--- src/rtl/mux_scan_n_pkg.sv ---
// Shared types and helpers for the scanning N:1 word multiplexer.
package mux_pkg;

    // Operating state: idle, manual select, or round-robin scan
    typedef enum logic [1:0] {
        IDLE = 2'd0,
        MAN  = 2'd1,
        SCAN = 2'd2
    } state_t;

    // Widest channel count the helpers can search over
    localparam int MAX_N  = 256;
    localparam int MAX_NW = $clog2(MAX_N);

    // Next set bit strictly after p, wrapping at n; p itself when it is the
    // only set bit, and p when no bit is set at all.
    function automatic int next_set_after(input logic [MAX_N-1:0] m,
                                          input int n,
                                          input int p);
        int k;
        next_set_after = p;
        // Walk from the farthest candidate to the nearest so the nearest wins
        for (int d = n; d >= 1; d--) begin
            k = p + d;
            if (k >= n) k = k - n;
            if (m[k[MAX_NW-1:0]]) next_set_after = k;
        end
    endfunction

    // Lowest set bit among the first n bits; 0 when none is set.
    function automatic int lowest_set(input logic [MAX_N-1:0] m,
                                      input int n);
        lowest_set = 0;
        for (int k = n - 1; k >= 0; k--) begin
            if (m[k[MAX_NW-1:0]]) lowest_set = k;
        end
    endfunction

endpackage

--- src/rtl/mux_nx1_comb.sv ---
// Combinational N:1 word multiplexer; out-of-range selects produce zero.
module mux_nx1_comb #(
    parameter int W  = 8,
    parameter int N  = 8,
    parameter int SW = $clog2(N)
) (
    input  logic [N*W-1:0] i,
    input  logic [SW-1:0]  s,
    output logic [W-1:0]   y
);

    // Compare the select against every legal index; nothing matches when s >= N
    always_comb begin
        y = '0;
        for (int k = 0; k < N; k++) begin
            if (s == SW'(k)) y = i[k*W +: W];
        end
    end

endmodule

--- src/rtl/mux_scan_n.sv ---
// Registered N:1 word multiplexer with manual select or masked round-robin scan.
module mux_scan_n
    import mux_pkg::*;
#(
    parameter int W     = 8,
    parameter int N     = 8,
    parameter int SW    = $clog2(N),
    parameter int DWELL = 1
) (
    input  logic           clk,
    input  logic           rst_n,
    input  logic [N*W-1:0] i,
    input  logic [SW-1:0]  s,
    input  logic           mode,
    input  logic           en,
    input  logic [N-1:0]   mask,
    output logic [W-1:0]   y,
    output logic [SW-1:0]  y_sel,
    output logic           y_valid,
    output logic           scan_wrap
);

    localparam int DCW = (DWELL > 1) ? $clog2(DWELL) : 1;

    state_t         state_q, state_d;
    logic [SW-1:0]  ptr_q, ptr_d;
    logic [DCW-1:0] dwell_q, dwell_d;
    logic           pend_q, pend_d;
    logic [W-1:0]   y_d;
    logic [SW-1:0]  y_sel_d;
    logic           y_valid_d;
    logic           wrap_d;

    logic [W-1:0]   man_y;
    logic [W-1:0]   scan_y;
    logic [SW-1:0]  ptr_next;
    logic [SW-1:0]  ptr_lowest;
    logic           s_legal;

    mux_nx1_comb #(.W(W), .N(N), .SW(SW)) u_man_mux (
        .i (i),
        .s (s),
        .y (man_y)
    );

    mux_nx1_comb #(.W(W), .N(N), .SW(SW)) u_scan_mux (
        .i (i),
        .s (ptr_q),
        .y (scan_y)
    );

    assign ptr_next   = SW'(next_set_after(MAX_N'(mask), N, int'(ptr_q)));
    assign ptr_lowest = SW'(lowest_set(MAX_N'(mask), N));
    assign s_legal    = ({1'b0, s} < (SW+1)'(N));

    // State, pointer, dwell counter and output registers
    always_ff @(posedge clk or negedge rst_n) begin
        if (!rst_n) begin
            state_q   <= IDLE;
            ptr_q     <= '0;
            dwell_q   <= '0;
            pend_q    <= 1'b0;
            y         <= '0;
            y_sel     <= '0;
            y_valid   <= 1'b0;
            scan_wrap <= 1'b0;
        end else begin
            state_q   <= state_d;
            ptr_q     <= ptr_d;
            dwell_q   <= dwell_d;
            pend_q    <= pend_d;
            y         <= y_d;
            y_sel     <= y_sel_d;
            y_valid   <= y_valid_d;
            scan_wrap <= wrap_d;
        end
    end

    // Next state from en/mode every cycle, plus the per-state register updates;
    // a wrap found on an advance is held one cycle so it lines up with the
    // first word of the new round
    always_comb begin
        state_d   = IDLE;
        ptr_d     = ptr_q;
        dwell_d   = dwell_q;
        pend_d    = 1'b0;
        y_d       = y;
        y_sel_d   = y_sel;
        y_valid_d = 1'b0;
        wrap_d    = 1'b0;

        if (en) state_d = mode ? SCAN : MAN;

        case (state_d)
            MAN: begin
                y_d       = man_y;
                y_sel_d   = s;
                y_valid_d = s_legal;
            end
            SCAN: begin
                if (state_q != SCAN) begin
                    ptr_d   = ptr_lowest;
                    dwell_d = '0;
                end else begin
                    y_d       = scan_y;
                    y_sel_d   = ptr_q;
                    y_valid_d = mask[ptr_q];
                    wrap_d    = pend_q;
                    if (dwell_q == DCW'(DWELL - 1)) begin
                        dwell_d = '0;
                        if (|mask) begin
                            ptr_d  = ptr_next;
                            pend_d = (ptr_next <= ptr_q);
                        end
                    end else begin
                        dwell_d = dwell_q + 1'b1;
                    end
                end
            end
            default: ;
        endcase
    end

endmodule
--- config.mk ---
export PLATFORM = sky130hd
export DESIGN_NAME = mux_scan_n
export DESIGN_NICKNAME = d
export VERILOG_FILES = /design/src/rtl/mux_scan_n_pkg.sv /design/src/rtl/mux_nx1_comb.sv /design/src/rtl/mux_scan_n.sv
export SDC_FILE = /design/constraint.sdc
export NUM_CORES = 1
export LEC_CHECK = 0
export CORE_UTILIZATION = 49
export CTS_CLUSTER_SIZE = 24
export DETAILED_ROUTE_END_ITERATION = 12
export PLACE_DENSITY = 0.83
export SLEW_MARGIN = 5
export SYNTH_ARGS = -nofsm -noshare
export SYNTH_HDL_FRONTEND = slang
export SYNTH_SLANG_ARGS = --single-unit
--- constraint.sdc ---
create_clock -name clk -period 3.95 [get_ports clk]
set_input_delay 0.395 -clock clk [delete_from_list [all_inputs] [get_ports clk]]
set_output_delay 0.395 -clock clk [all_outputs]
set_load 0.02 [all_outputs]
; ---- Word level (Yosys, flattened, before mapping)
; Cells that the tools add are included.
[classes]
order_cmp = 18
addsub = 17
n_mux = 77
reduce_logical = 7
eq_ne = 19
[op_table]
columns = cell, count
row1 = 8-bit 2-to-1 mux, 25
row2 = 8-bit by 9-bit less-than comparator with 1-bit output (second input constant), 8
row3 = 1-bit binary-select mux with 8-bit select, 8
row4 = 3-bit 2-to-1 mux, 20
row5 = 4-bit by 4-bit subtractor with 5-bit output (second input constant), 7
row6 = 4-bit >= comparator (second input constant), 7
row7 = 3-bit == test (second input constant), 8
row8 = 1-bit 2-to-1 mux, 18
row9 = 3-bit by 3-bit adder with 4-bit output (second input constant), 4
row10 = 8-bit case mux with 2 select lines, 1
row11 = 3-bit by 2-bit == test with 1-bit output (second input constant), 4
row12 = 3-bit by 2-bit adder with 4-bit output (second input constant), 2
row13 = 8-bit OR reduction, 1
row14 = 3-bit by 1-bit == test with 1-bit output (second input constant), 2
row15 = 3-bit zero test, 2
row16 = 3-bit case mux with 2 select lines, 1
row17 = 5-bit by 4-bit subtractor with 6-bit output (second input constant), 1
row18 = 3-bit by 4-bit adder with 5-bit output (second input constant), 1
row19 = 5-bit by 4-bit >= comparator with 1-bit output (second input constant), 1
row20 = 3-bit by 1-bit adder with 4-bit output (second input constant), 1
row21 = 3-bit by 4-bit less-than comparator with 1-bit output (second input constant), 1
row22 = 2-bit 2-to-1 mux, 2
row23 = 2-bit != test (second input constant), 2
row24 = 2-bit nonzero test, 2
row25 = other kinds (9), 9
[totals]
reg_bits = 20
wordCells = 146
output_inout_bits = 13

; ---- Logic depth before layout (Yosys ltp)
; Gate-level depths: netlist (run 1).
[logic_depth]
word_depth = 18
mapped_depth = 18

; ---- Hierarchy
; From an unflattened synthesis (run 1), not the netlist that was laid out.
[hier_totals]
cells_unflattened = 274
area_unflattened_um2 = 3114.2
[by_module_without_submodules]
columns = mod, area_each_um2, instances, cells_each, seq_area_each_um2
row1 = mux_scan_n, 2013.2, 1, 216, 475.5
row2 = mux_nx1_comb, 550.5, 2, 29, 0.0

; ---- Least setup slack after synthesis (run 1)
; No wires, ideal clock.
[synth_path]
path_type = register to register
startpoint = register ptr_q[2]
endpoint = register pend_q
path_stages_with_launch = 16
synth_period_minus_slack_ns = 3.555
t_required_ns = 3.864
n_path_buf = 2
slack_ns = 0.395
setup_time_ns = 0.086
arrival_ns = 3.469
cell_sequence = dfrtp_1 -> clkbuf_1 -> inv_1 -> ha_1 -> buf_2 -> mux2_2 -> o31ai_1 -> nor4_1 -> a311oi_1 -> o2111ai_1 -> a32o_2 -> ha_1 -> a21o_1 -> a21oi_1 -> a31oi_1 -> nor3_1
[synth_via]
elab_chain_cells = 18
elab_cells_between_ends = 61
[synth_rtl]
columns = element, line
row1 = from (decl), mux_scan_n.sv:26  ; logic [SW-1:0] ptr_q, ptr_d;
row2 = from (signal assigned), mux_scan_n.sv:69  ; ptr_q <= ptr_d;
row3 = 3-bit by 4-bit adder with 5-bit output, mux_scan_n_pkg.sv:24  ; k = p + d;
row4 = 5-bit by 4-bit subtractor with 6-bit output or 5-bit by 4-bit >= comparator with 1-bit output (tied branches), mux_scan_n_pkg.sv:25  ; if (k >= n) k = k - n;
row5 = 8-bit 2-to-1 mux, mux_scan_n_pkg.sv:25
row6 = 1-bit binary-select mux with 8-bit select, mux_scan_n_pkg.sv:26  ; if (m[k[MAX_NW-1:0]]) next_set_after = k;
row7 = 1-bit 2-to-1 mux (implied by the code), mux_scan_n_pkg.sv:26
row8 = 3-bit 2-to-1 mux (8 in series), mux_scan_n_pkg.sv:26
row9 = 3-bit less-or-equal comparator *, mux_scan_n.sv:113  ; pend_d = (ptr_next <= ptr_q);
row10 = 1-bit 2-to-1 mux *, mux_scan_n.sv:111  ; if (|mask) begin
row11 = 1-bit 2-to-1 mux *, mux_scan_n.sv:109  ; if (dwell_q == DCW'(DWELL - 1)) begin
row12 = 1-bit 2-to-1 mux *, mux_scan_n.sv:101  ; if (state_q != SCAN) begin
row13 = 1-bit 2-to-1 mux *, mux_scan_n.sv:94  ; case (state_d)
row14 = named net pend_d, mux_scan_n.sv:28  ; logic pend_q, pend_d;
row15 = to (signal assigned), mux_scan_n.sv:71  ; pend_q <= pend_d;
row16 = to (decl), mux_scan_n.sv:28
; The timed path passes the listed nets; every way through them passes the cells marked *. The select of a mux whose other input is x is not followed.
; A chain may end at the register's enable or synchronous reset.

; ---- Final worst setup path (run 1)
[layout_path]
startpoint = register ptr_q[1]
endpoint = register pend_q
; Same word-level chain as after synthesis.

==> impl_results.md, run 1 <==
- Initial antenna violation count: 0
- Number of buffers on the longest clock path: 2
- Type of the most critical hold path: reg2reg
- CP endpoint kind: register
- Most common library cell in the layout ignoring fill and taps: clkdlybuf4s50_1
- Global-route wire length before repair: 15600 microns
- Post-synth design cell area: 3070 sq um
- Share of the synthesized netlist area taken by xor and xnor gates: 0.00570
- Sequential area share after synthesis: 0.155
- Fmax achieved: 0.285 GHz
- Area taken by flip-flops and latches: around 480 sq um
- Global-route congestion overflow total: 0
- Net Sw Frac: 0.487
- Average detailed-routed wire length per instance: a little under 20 microns
- Final Hold Vio Count: 0
- Logic gate share of total power: 0.844
- Post-Syn Nets: between 400 and 500
- Via count normalized by instance count: 6.59
- Req. time, crit path: between 4000 and 5000 ps
- DIE AREA: around 6600 sq um
- TritonCTS clock tree: yes
- Start of the worst register-to-register path: ptr_q[1]
- Area Overhead vs Synth: 31.7%
- Category of the critical setup timing path: reg2reg
- Internal: 1.30 mW
- I/O pins: about 90
- Avg Inst Size Synth: 8.49 sq um
- Pin count of the biggest net entering global routing: 27
- Number of max-cap violations: 0
- Switching power total: 1.24 mW
- Reg-to-reg slack, setup: 440 ps
- Final antenna-violating net count: 0
- Headroom to the max-slew limit: 0.410
- Detail Placement HPWL: 7860 microns
- CTS Buf Count: 3
- Count of TritonRoute iterations in the first routing pass: 5
- Clock group share of total power: 0.051
- Number of enable flip-flop cells after synthesis: 0
- Number of hold-repair buffers added at the cts stage: 0
- Main combinational cell family by area after synthesis: compound AO/OA/AOI/OAI gates
- Buffers inserted by post-CTS timing repair: 0
- Pre-CTS worst setup slack: 408 ps
- Largest driver fanout on the critical path: 9
- Largest voltage drop on the vdd net: 0.000556 V
- Placement Rows: 28
- Clock-pin transition on the worst setup and hold timing paths: 70 ps
- Clock insertion delay at the later pin of the skew report: ~250 ps
- RSZ-0062 raised after global routing: no
- Post-DP Area: 4000 sq um
- Endpoint of the worst register-to-register path: pend_q
- Post-route worst hold slack: 504 ps
- Ys Warns: 0
- Critical path startpoint category: register
- Die height: 81.2 microns
- Detailed Route Iter0 Violations: ~340
- Complex-gate fraction of the synthesized area: 0.334
- Weighted congestion at the end of routability-driven global placement: around 0.97
- Fill cell count: 522
- Vias after detailed routing: 3372
- Start point of the worst hold path: y_sel[2]
- Number of global-route vias before repair: 3128
- Final count of negative-setup-slack endpoints: 0
- Result of the run: complete, no violations
- Leading cell types in the layout, fill and taps excluded: clkdlybuf4s50_1, nand2_1, mux2i_1, nor2_1, dfrtp_1
- Antenna cells: 0
- Post-synthesis share of cell area spent on full adders, half adders and majority gates: 0.0611
- Actual slew at the worst max-slew pin: 885 ps
- Core area: between 5000 and 6000 sq um
- Post-synthesis async set-or-reset flop share: 1.00
- Standby leakage power: about 1.7 nW
- Final sum of negative setup slack: 0 ps
- Number of cells on the worst hold path: 2
- Total power after layout: between 2 and 3 mW
- Count of input and output buffers: 91
- Total Routed Length: 10100 microns
- Non-Filler Cell Area, Final: 4050 sq um
- Die boundary width: 81.2 microns
- Nets: 532
- Worst Hold End: y_sel[2]
- Count of different cell masters after synthesis: 65
- Part of the total power dissipated in sequential elements: 0.104
- Period minus WS final: approximately 3500 ps
- Fraction of the mapped netlist area in simple logic gates: 0.175
- Root Driver: clkbuf_8
- Largest clock skew in the final design: 6.92 ps
- Area taken by multi-input logic gates: 2410 sq um
- DRC viols: 0
- Power density normalized to cell area: around 630 nW/um^2
- Data arrival at the endpoint of the critical path: 3670 ps
- Seq cells post-synth: 19
- Final Worst Setup Slack: 444 ps
- Fraction of final layout cells sized beyond drive strength 1: 0.0870
- H-tree depth: 1
- Total routing usage reported by global routing: 0.304
- Slew Viols, Final: 0
- Syn Inst Count: 362
- CTS Sinks: 19
- Worst setup startpoint: ptr_q[1]
- Final clock period utilization by the worst path: 0.888
- Starting density of the core: 0.513
- Cts repair resizes: 0
- Proportion of synthesized area in mux cells: 0.209
- Worst reg-to-reg path cell count: 13
- Most frequently used flop master after synthesis: dfrtp_1
[synth_stat cells, types with 3 or more instances]
master | n | share of area
mux2_2 | 9 | 0.033
dfrtp_1 | 19 | 0.15
o21ai_0 | 17 | 0.028
nor2_1 | 26 | 0.032
a222oi_1 | 5 | 0.016
and3b_1 | 7 | 0.020
o21ai_1 | 4 | 0.0065
a21o_1 | 8 | 0.020
ha_1 | 15 | 0.061
o31ai_1 | 4 | 0.0098
a211oi_1 | 9 | 0.022
mux2i_1 | 26 | 0.085
mux4_2 | 9 | 0.066
mux4_1 | 3 | 0.026
and2_1 | 3 | 0.0061
o22a_1 | 5 | 0.014
nand2b_1 | 11 | 0.022
nand2_1 | 32 | 0.039
inv_1 | 13 | 0.016
a22o_1 | 8 | 0.023
a211o_1 | 6 | 0.017
clkbuf_1 | 21 | 0.026
a21oi_1 | 15 | 0.024
nor4_1 | 4 | 0.0081
o221ai_1 | 6 | 0.017
nor2b_1 | 8 | 0.016
a32o_1 | 10 | 0.033
a22oi_1 | 8 | 0.020
nor3_1 | 4 | 0.0065
[area by class of cell]
type	instances	share of cell area
well taps	75	0.0232
inverters	15	0.0139
multi-input cells	301	0.596
repair buffers	98	0.238
clock buffers	4	0.0111
flip-flops and latches	19	0.118
[critical path, stage by stage (launching register included)]
cell	delay [ps]
dfrtp_1	350
inv_1	100
ha_1	490
mux2_2	380
o31ai_1	400
nor4_1	160
nor4_1	310
a211oi_1	90
a221oi_1	370
a21oi_1	80
ha_1	310
a21oi_1	130
a31oi_1	60
nor3_1	180
[per-layer routing]
layer	vias up	track usage	wire, microns	share of wire
met3	16	0.0416	861	0.086
met2	191	0.467	4470	0.45
met1	1595	0.452	4610	0.46
met5	-	0	0	0
met4	0	0.0518	102	0.010
li1	1570	-	-	-
[sequential cells by signal, summed over array words and instances, names as in the netlist]
signal	count
pend_q	1
y	8
ptr_q	3
y_sel	3
y_valid	1
state_q	2
scan_wrap	1
[stage by stage]
| step | std cells | util |
|---|---|---|
| 6_report | 512 | 0.675 |
| 5_1_grt | 512 | 0.675 |
| 3_3_place_gp | 508 | 0.668 |
| 4_1_cts | 512 | 0.675 |
| 2_1_floorplan | 362 | - |
| 3_5_place_dp | 508 | 0.668 |
[worst max-delay path by stage]
stage	endpoint	slack, ps	cells after the start
floorplan	pend_q	390	15
global placement	pend_q	480	12
detailed placement	pend_q	410	12
CTS	pend_q	530	13
global route	pend_q	110	13
finish	pend_q	440	13
[power by group through the flow]
stage,registers (mW),logic (mW),clock network [mW]
4_1_cts,0.265,2.10,0.134
2_1_floorplan,0.311,1.55,0
3_3_place_gp,0.268,2.06,0
6_report,0.265,2.14,0.131
3_5_place_dp,0.269,2.10,0
5_1_grt,0.270,2.34,0.145
[kinds of logic (layout without fill, tap and decap cells)]
logic type / after synthesis / count (layout)
buffers and inverters: 42 / 117
muxes: 47 / 47
adders and majority gates: 15 / 15
xor gates and xnor gates: 2 / 2
DFF: 19 / 19
AOI/OAI and AO/OA: 131 / 131
and+or+nand+nor: 106 / 106
No activity file was read; power rests on OpenSTA's default activity.
==> run 2: changes to the inputs <==
==> constraint.sdc (replaced) <==
create_clock -name clk -period 3.4 [get_ports clk]
set_input_delay 0.34 -clock clk [delete_from_list [all_inputs] [get_ports clk]]
set_output_delay 0.34 -clock clk [all_outputs]
set_load 0.02 [all_outputs]
==> run 2 against run 1 <==
Final area rose by 7.0%. First-iteration DRC count is 20% higher. Count of clock-buffer cells in the layout down 1. Sequential power up 20%. Global-route usage up 2.7 points. Via count grew 6.0%. Register-to-register slack got worse by 310 ps. Critical path type unchanged. Largest cell class unchanged. Highest routed layer unchanged.
==> impl_results.md, run 2 (same netlist as run 1, synthesis figures left out) <==
- Result of the run: complete, no violations
- Total Routed Length: 11000 microns
- H-tree depth: 1
- Clock insertion delay at the later pin of the skew report: 250 ps
- Power density normalized to cell area: 771 nW/um^2
- CTS Sinks: 19
- Data arrival at the endpoint of the critical path: 3440 ps
- Number of max-cap violations: 0
- Count of input and output buffers: 91
- Number of standard cells in the layout, taps in and fillers out: 542
- Detail Placement HPWL: approximately 8700 microns
- Largest voltage drop on the vdd net: 0.000536 V
- Clock group share of total power: 0.046
- Antenna cells: 0
- Global-route wire length before repair: 16700 microns
- Post-route worst hold slack: 501 ps
- Average detailed-routed wire length per instance: 20.3 microns
- Period minus WS final: 3270 ps
- DIE AREA: 6590 sq um
- Global-route congestion overflow total: 0
- Clock-pin transition on the worst setup and hold timing paths: 80 ps
- Final Hold Vio Count: 0
- Post-DP Area: 4240 sq um
- Slew Viols, Final: 0
- CP endpoint kind: register
- Die height: between 80 and 90 microns
- Logic gate share of total power: 0.859
- Final count of negative-setup-slack endpoints: 0
- Placement Rows: 28
- TritonCTS clock tree: yes
- RSZ-0062 raised after global routing: no
- Net Sw Frac: 0.478
- Part of the total power dissipated in sequential elements: 0.095
- Final clock period utilization by the worst path: 0.961
- Count of TritonRoute iterations in the first routing pass: 5
- Largest driver fanout on the critical path: 5
- DRC viols: 0
- Largest registers in the final layout: y (8), ptr_q (3), y_sel (3)
- Area Overhead vs Synth: 41.0%
- Instance count after placement with tap cells included: ~540
- Weighted congestion at the end of routability-driven global placement: 0.976
- Via count normalized by instance count: 6.60
- Final antenna-violating net count: 0
- Req. time, crit path: roughly 3600 ps
- Switching power total: 1.59 mW
- Category of the critical setup timing path: reg2reg
- Initial antenna violation count: 0
- Most common library cell in the layout ignoring fill and taps: clkdlybuf4s50_1
- Critical path startpoint category: register
- Non-Filler Cell Area, Final: 4330 sq um
- Starting density of the core: 0.513
- Root Driver: clkbuf_8
- Total routing usage reported by global routing: 0.330
- Number of hold-repair buffers added at the cts stage: 0
- Headroom to the max-slew limit: 0.447
- Detailed Route Iter0 Violations: between 400 and 500
- Standby leakage power: 1.84 nW
- Leading cell types in the layout, fill and taps excluded: clkdlybuf4s50_1, buf_4, nand2_1
- Number of buffers on the longest clock path: 2
- I/O pins: 92
- Fraction of final layout cells sized beyond drive strength 1: 0.163
- Largest clock skew in the final design: approximately 9.5 ps
- Die boundary width: 81.2 microns
- Type of the most critical hold path: reg2reg
- Core area: 5990 sq um
- Largest register FFs: 8
- Pin count of the biggest net entering global routing: 23
- Number of global-route vias before repair: 3342
- Fmax achieved: 0.306 GHz
- CTS Buf Count: 3
- Internal: around 1.7 mW
- Vias after detailed routing: 3575
- Total power after layout: 3.34 mW
- Register with the highest flop count: y
- Nets: 562
- Actual slew at the worst max-slew pin: 827 ps
[run 2: worst paths after layout]
path,from,to,slack (ps),cells after the start
setup / recovery,ptr_q[1],pend_q,130,14
hold / removal,y_sel[0],y_sel[0],500,2
setup reg to reg,ptr_q[1],pend_q,130,14
hold reg to reg,y_sel[0],y_sel[0],500,2
max in group asynchronous,rst_n,ptr_q[0],2280,1
min in group asynchronous,rst_n,y[2],560,1
[run 2: cell type report]
type                            count  area [sq um]
Clock buffer                        3          41.3
Clock inverter                      1          5.00
Sequential cell                    19           477
Timing Repair Buffer              128          1200
Multi-Input combinational cell    301          2450
Inverter                           15          60.1
Tap cell                           75          93.8
Fill cell                         498          1660
[run 2: worst max-delay path: stages, from the launching register on]
cell,delay (ps)
dfrtp_1,370
inv_2,60
ha_1,370
nor2b_1,240
a2111oi_4,90
buf_4,150
or3_1,370
a311oi_1,270
o2111ai_1,130
a32o_2,310
ha_1,290
a21o_1,160
a21oi_1,130
a31oi_1,60
nor3_1,160
[run 2: layer usage]
metal,track usage,part of all wire,up-vias
li1,-,-,1634
met1,0.503,0.46,1705
met2,0.503,0.44,223
met3,0.0337,0.092,13
met4,0.0554,0.0055,0
met5,0,0,-
[run 2: repair_timing]
item                       CTS  global route
setup endpoints to repair    0             1
resized for setup            0            10
setup buffers                0             1
[run 2: power by group through the flow]
| stage | Combinational, mW | Sequential (mW) | Clock, mW |
|---|---|---|---|
| floorplan | 1.81 | 0.362 | 0 |
| global placement | 2.68 | 0.316 | 0 |
| detailed placement | 2.71 | 0.318 | 0 |
| CTS | 2.72 | 0.314 | 0.154 |
| global route | 3.06 | 0.321 | 0.166 |
| finish | 2.87 | 0.317 | 0.154 |
[run 2: per-stage QoR]
stage / util / setup TNS (ps) / setup WS, ps
4_1_cts: 0.715 / 0 / 113
6_report: 0.723 / 0 / 131
2_1_floorplan: - / 0 / 10.6
3_3_place_gp: 0.707 / 0 / 27.9
3_5_place_dp: 0.707 / -8.07 / -8.07
5_1_grt: 0.723 / 0 / 21.7
